==> src/rtl/cla_seq_pkg.sv <==
// cla_seq_pkg: shared constants, FSM state type and slice-count helper for cla_seq_adder.
package cla_seq_pkg;

    localparam int CHUNK_W = 5;

    typedef enum logic [1:0] {IDLE, RUN, DONE} state_t;

    function automatic int num_chunks(input int width);
        return width / CHUNK_W;
    endfunction

endpackage

==> src/rtl/cla_seq_adder_if.sv <==
// cla_seq_adder_if: operand/result valid-ready bundle; sub exists only when CLA_SEQ_SUB_EN is defined.
interface cla_seq_adder_if #(
    parameter int WIDTH = 20
);
    logic             in_valid, in_ready, cin, out_valid, out_ready, cout;
    logic [WIDTH-1:0] a, b, sum;
`ifdef CLA_SEQ_SUB_EN
    logic             sub;
    modport master (output in_valid, a, b, cin, sub, out_ready, input in_ready, out_valid, sum, cout);
    modport slave  (input in_valid, a, b, cin, sub, out_ready, output in_ready, out_valid, sum, cout);
`else
    modport master (output in_valid, a, b, cin, out_ready, input in_ready, out_valid, sum, cout);
    modport slave  (input in_valid, a, b, cin, out_ready, output in_ready, out_valid, sum, cout);
`endif
endinterface

==> src/rtl/carry_lookahead_adder_5bit_modular.sv <==
// carry_lookahead_adder_5bit_modular: 5-bit adder with every carry expanded from generate/propagate terms.
module carry_lookahead_adder_5bit_modular (
    input  logic [4:0] A,
    input  logic [4:0] B,
    input  logic       Cin,
    output logic [4:0] Sum,
    output logic       Cout
);
    logic [4:0] p, g;
    logic [5:0] c;
    logic       pp, cc;

    assign p = A ^ B;
    assign g = A & B;

    always_comb begin
        c = '0;
        pp = 1'b1;
        cc = 1'b0;
        c[0] = Cin;
        for (int i = 1; i <= 5; i++) begin
            pp = 1'b1;
            cc = 1'b0;
            for (int j = i - 1; j >= 0; j--) begin
                cc = cc | (pp & g[j]);
                pp = pp & p[j];
            end
            c[i] = cc | (pp & Cin);
        end
    end

    assign Sum  = p ^ c[4:0];
    assign Cout = c[5];
endmodule

==> src/rtl/cla_seq_adder.sv <==
// cla_seq_adder: WIDTH-bit add fed LSB-first through one 5-bit CLA, one slice per cycle.
// Define CLA_SEQ_SUB_EN to add the sub port (a + ~b + 1).
module cla_seq_adder
    import cla_seq_pkg::*;
#(
    parameter int WIDTH = 20
) (
    input logic            clk,
    input logic            rst_n,
    cla_seq_adder_if.slave io
);
    localparam int CHUNKS = num_chunks(WIDTH);
    localparam int IDX_W = CHUNKS > 1 ? $clog2(CHUNKS) : 1;
    localparam logic [IDX_W-1:0] LAST = IDX_W'(CHUNKS - 1);

    state_t             state_q, state_d;
    logic [WIDTH-1:0]   a_q, a_d, b_q, b_d, result_q, result_d;
    logic [IDX_W-1:0]   idx_q, idx_d;
    logic               carry_q, carry_d;
    logic [CHUNK_W-1:0] cla_b, cla_sum;
    logic               cla_cout;
`ifdef CLA_SEQ_SUB_EN
    logic               sub_q, sub_d;

    assign cla_b = sub_q ? ~b_q[CHUNK_W-1:0] : b_q[CHUNK_W-1:0];
`else
    assign cla_b = b_q[CHUNK_W-1:0];
`endif

    carry_lookahead_adder_5bit_modular u_cla (
        .A    (a_q[CHUNK_W-1:0]),
        .B    (cla_b),
        .Cin  (carry_q),
        .Sum  (cla_sum),
        .Cout (cla_cout)
    );

    always_comb begin
        state_d  = state_q;
        a_d      = a_q;
        b_d      = b_q;
        result_d = result_q;
        idx_d    = idx_q;
        carry_d  = carry_q;
`ifdef CLA_SEQ_SUB_EN
        sub_d    = sub_q;
`endif
        if (state_q == IDLE && io.in_valid) begin
            state_d  = RUN;
            a_d      = io.a;
            b_d      = io.b;
            result_d = '0;
            idx_d    = '0;
`ifdef CLA_SEQ_SUB_EN
            sub_d    = io.sub;
            carry_d  = io.sub | io.cin;
`else
            carry_d  = io.cin;
`endif
        end else if (state_q == RUN) begin
            result_d[idx_q*CHUNK_W +: CHUNK_W] = cla_sum;
            carry_d = cla_cout;
            a_d     = a_q >> CHUNK_W;
            b_d     = b_q >> CHUNK_W;
            idx_d   = idx_q == LAST ? idx_q : idx_q + 1'b1;
            state_d = idx_q == LAST ? DONE : RUN;
        end else if (state_q == DONE && io.out_ready) begin
            state_d = IDLE;
        end
    end

    always_ff @(posedge clk) begin
        if (!rst_n) begin
            state_q  <= IDLE;
            a_q      <= '0;
            b_q      <= '0;
            result_q <= '0;
            idx_q    <= '0;
            carry_q  <= 1'b0;
`ifdef CLA_SEQ_SUB_EN
            sub_q    <= 1'b0;
`endif
        end else begin
            state_q  <= state_d;
            a_q      <= a_d;
            b_q      <= b_d;
            result_q <= result_d;
            idx_q    <= idx_d;
            carry_q  <= carry_d;
`ifdef CLA_SEQ_SUB_EN
            sub_q    <= sub_d;
`endif
        end
    end

    assign io.in_ready  = state_q == IDLE;
    assign io.out_valid = state_q == DONE;
    assign io.sum       = result_q;
    assign io.cout      = carry_q;
endmodule

==> src/flat_wrapper.sv <==
// flat-port wrapper written by rule: the top's interface ports become plain ports
module cla_seq_adder_flat import cla_seq_pkg::*;
#(
    parameter int WIDTH = 20
)
  (clk, rst_n, io_in_valid, io_a, io_b, io_cin, io_out_ready, io_in_ready, io_out_valid, io_sum, io_cout);
  cla_seq_adder_if #(.WIDTH(WIDTH)) io_i ();
  input logic clk;
  input logic rst_n;
  input wire logic [$bits(io_i.in_valid)-1:0] io_in_valid;
  input wire logic [$bits(io_i.a)-1:0] io_a;
  input wire logic [$bits(io_i.b)-1:0] io_b;
  input wire logic [$bits(io_i.cin)-1:0] io_cin;
  input wire logic [$bits(io_i.out_ready)-1:0] io_out_ready;
  output wire logic [$bits(io_i.in_ready)-1:0] io_in_ready;
  output wire logic [$bits(io_i.out_valid)-1:0] io_out_valid;
  output wire logic [$bits(io_i.sum)-1:0] io_sum;
  output wire logic [$bits(io_i.cout)-1:0] io_cout;
  assign io_i.in_valid = io_in_valid;
  assign io_i.a = io_a;
  assign io_i.b = io_b;
  assign io_i.cin = io_cin;
  assign io_i.out_ready = io_out_ready;
  assign io_in_ready = io_i.in_ready;
  assign io_out_valid = io_i.out_valid;
  assign io_sum = io_i.sum;
  assign io_cout = io_i.cout;
  cla_seq_adder #(.WIDTH(WIDTH)) u_core (.clk(clk), .rst_n(rst_n), .io(io_i));
endmodule
==> config.mk <==
export PLATFORM = sky130hd
export DESIGN_NAME = cla_seq_adder_flat
export DESIGN_NICKNAME = d
export VERILOG_FILES = /design/src/rtl/cla_seq_pkg.sv /design/src/rtl/cla_seq_adder_if.sv /design/src/rtl/carry_lookahead_adder_5bit_modular.sv /design/src/rtl/cla_seq_adder.sv /design/src/flat_wrapper.sv
export SDC_FILE = /design/constraint.sdc
export NUM_CORES = 1
export LEC_CHECK = 0
export ABC_AREA = 1
export BUFFER_PORTS_ARGS = -buffer_cell sky130_fd_sc_hd__buf_2
export CAP_MARGIN = 10
export CORE_MARGIN = 4
export CORE_UTILIZATION = 39
export CTS_CLUSTER_SIZE = 28
export DETAILED_ROUTE_END_ITERATION = 12
export GPL_ROUTABILITY_DRIVEN = 0
export PLACE_DENSITY = 0.61
export SKIP_LAST_GASP = 1
export SYNTH_ARGS = -nofsm -noshare
export SYNTH_HDL_FRONTEND = slang
export SYNTH_SLANG_ARGS = --single-unit
==> constraint.sdc <==
create_clock -name clk -period 2.4 [get_ports clk]
set_input_delay 0.24 -clock clk [delete_from_list [all_inputs] [get_ports clk]]
set_output_delay 0.24 -clock clk [all_outputs]
set_load 0.1 [all_outputs]
==> flow_summary_export.csv <==
group,metric,value,unit
routing,dr.pass1.iters,4,
routing,postRouteAntennaNets,0,
routing,wl,6480,microns
synth,syn-num-nets,430,
synth,synth_top_family_by_area,"simple AND/OR/NAND/NOR gates",
routing,drc,0,
synth,synthCells,373,
synth,netlist_area,0.00282,sq mm
power,p_total,0.00253,W
global_route,grt_pass1_vias,2459,
cts,clk_pin_slew_worst_paths,70,ps
run,maxCapViolCount,0,
setup_path,path_cells,"nor2_2, nand2_2, inv_2, nor2_4, nand3b_1, a21oi_1",
placed_design,dpl_worst_slack,596,ps
routing,drt-vias-per-instance,4.85,
synth,synthMuxAreaShare,0,%
synth,seq_area_frac_synth,46.2,%
setup_path,cp.required,2600,ps
global_route,grt_antenna_before_repair,0,
placed_design,place_area,0.00323,sq mm
cells_and_area,drive_above_1_share,23.1,%
setup_path,crit_slowest_cell,"nor2_4",
cells_and_area,fill_cells,743,
floorplanning,core,0.00691,sq mm
setup_path,crit_cells,6,
synth,ys_types,28,
sta,skew,8.91,ps
synth,postSynth.asyncResetShare,0,%
setup_path,crit_buf_inv,1,
cts,clock_latency,340,ps
setup_path,reg2reg_depth,6,
cells_and_area,final_nets,494,
cells_and_area,finalInstanceArea,0.00343,sq mm
cts,cts_root_buffer,"clkbuf_8",
cts,cts_tree,"done",
global_route,grt_pass1_wl,11100,microns
sta,setup_viol,0,
synth,ys_seq_elements,65,
cts,post_cts_buffers,0,
floorplanning,io_pins,68,
sta,rsz0062_at_grt,"no",
synth,synth-edff-count,0,
sta,setup_tns,0,ps
floorplanning,die-area,0.00865,sq mm
sta,finalHoldViolCount,0,
setup_path,crit_fanout,42,
sta,maxSlewViolCount,0,
setup_path,cp.arrival,1960,ps
cells_and_area,instances_no_fill,537,
synth,synth_simple_gate_area_share,29.1,%
floorplanning,rows,30,
routing,drtIter0Drc,146,
setup_path,slowest_delay,640,ps
synth,syn_area_per_cell,7.55,sq um
cts,cts.sinks,65,
run_status,status,"finished clean",
global_route,grt-ovfl-total,0,
cts,cts.path.max_buffers,2,
synth,yosysWarnings,0,
routing,num_vias,2605,
power,ir_drop,0.306,mV
setup_path,cp-start-kind,"register",
cts,cts_hold_buf,0,
placed_design,dpl.cell_count,522,
setup_path,critPathTopFamily,"simple AND/OR/NAND/NOR gates",
floorplanning,initial_core_util,40.8,%
floorplanning,die_h,93.0,microns
worst_hold_path,hp-class,"input port to register",
worst_hold_path,hold_depth,2,
cells_and_area,area.growth.synth_to_final,21.8,%
sta,worstMarginPinSlew,928,ps
sta,post-route-min-period,1770,ps
synth,ys.flop_type,"dfxtp_1",
sta,fin_ws,632,ps
global_route,grt_use_total,16.0,%
placed_design,port_buffers,67,
synth,synth_fa_ha_area_share,5.60,%
cts,numCtsBuffers,9,
sta,max_slew_margin,37.8,%
synth,synth_compound_area_share,13.9,%
synth,synth_xor_area_share,0.311,%
power,p_per_area,738,mW/mm^2
setup_path,end_kind,"register",
sta,finalCritPeriodShare,73.7,%
placed_design,dp_hpwl,4590,microns
routing,wire_per_inst,12.1,microns
cts,postCtsResizedCells,0,
floorplanning,chipWidth,93.0,microns
global_route,grt_max_degree,43,
power,leakage,1.43,nW
sta,timing.fmax,566,MHz
setup_path,critical_path_class,"register to register",
cts,htree_levels,3,
cells_and_area,antenna_cells,0,
[layer usage]
layer  routed length (microns)  up-vias  global-route usage, %
met5                         0        -                      0
met2                      3050       64                   26.2
li1                          -     1358                      -
met3                       384        6                   5.63
met1                      2970     1177                   19.8
met4                        70        0                   5.13
[kinds of logic after synthesis]
family | count (synthesis)
AO/OA/AOI/OAI | 67
XOR/XNOR | 1
adder cells (fa/ha/maj) | 12
buffers and inverters | 34
flip-flops | 65
AND/OR/NAND/NOR | 194
[cell type report]
cell class | instances | area [sq um] | area share (%)
repair buffers | 72 | 373 | 10.9
clock buffers | 11 | 151 | 4.41
flip-flops and latches | 65 | 1300 | 37.9
well taps | 96 | 120 | 3.50
multi-input cells | 274 | 1380 | 40.1
clock inverters | 4 | 52.6 | 1.53
inverters | 15 | 56.3 | 1.64
[per-stage QoR]
stage	hold slack [ps]	util (%)
finish	126	49.7
global route	128	49.7
CTS	108	49.7
detailed placement	452	46.7
global placement	448	46.7
floorplan	361	-
[power by group]
part	switching, W	internal [W]
Clock	0.000411	0.000530
Combinational	0.000285	0.000128
Sequential	0.0000392	0.00114
Total	0.000735	0.00180
[registers in the layout (all words and copies together) (netlist names)]
signal          count
u_core.a_q         20
u_core.b_q         20
u_core.idx_q        2
u_core.io.cout      1
u_core.io.sum      20
u_core.state_q      2
[final timing paths]
kind	start	end	slack [ps]
max	u_core.state_q[1]	u_core.io.cout	630
min	io_out_ready	u_core.state_q[1]	130
max reg2reg	u_core.state_q[1]	u_core.io.cout	630
min reg2reg	u_core.b_q[17]	u_core.b_q[17]	460
[synth_stat cells, types with 3 or more instances]
cell type / instances / area, sq um
clkbuf_1: 8 / 30.0
nor2_2: 3 / 18.8
a22oi_1: 3 / 22.5
inv_2: 4 / 15.0
nor2_1: 13 / 48.8
nand3_1: 10 / 50.1
nand4_1: 4 / 25.0
a31oi_1: 31 / 194
nand2_2: 3 / 18.8
inv_1: 10 / 37.5
nand2_1: 155 / 582
a21oi_1: 30 / 150
ha_1: 11 / 138
buf_2: 9 / 45.0
dfxtp_1: 65 / 1300
[cell usage in the layout, fill, tap and decap left out, types with 3 or more instances in the layout]
cell,count
nand4_1,4
ha_1,11
a21oi_1,30
nand3_1,10
buf_2,67
nand2_2,3
nor2_1,13
inv_2,4
clkbuf_8,11
clkinvlp_4,3
dfxtp_1,65
a31oi_1,31
a22oi_1,3
buf_4,5
inv_1,10
nand2_1,155
nor2_2,3
No activity file was read; power rests on OpenSTA's default activity.
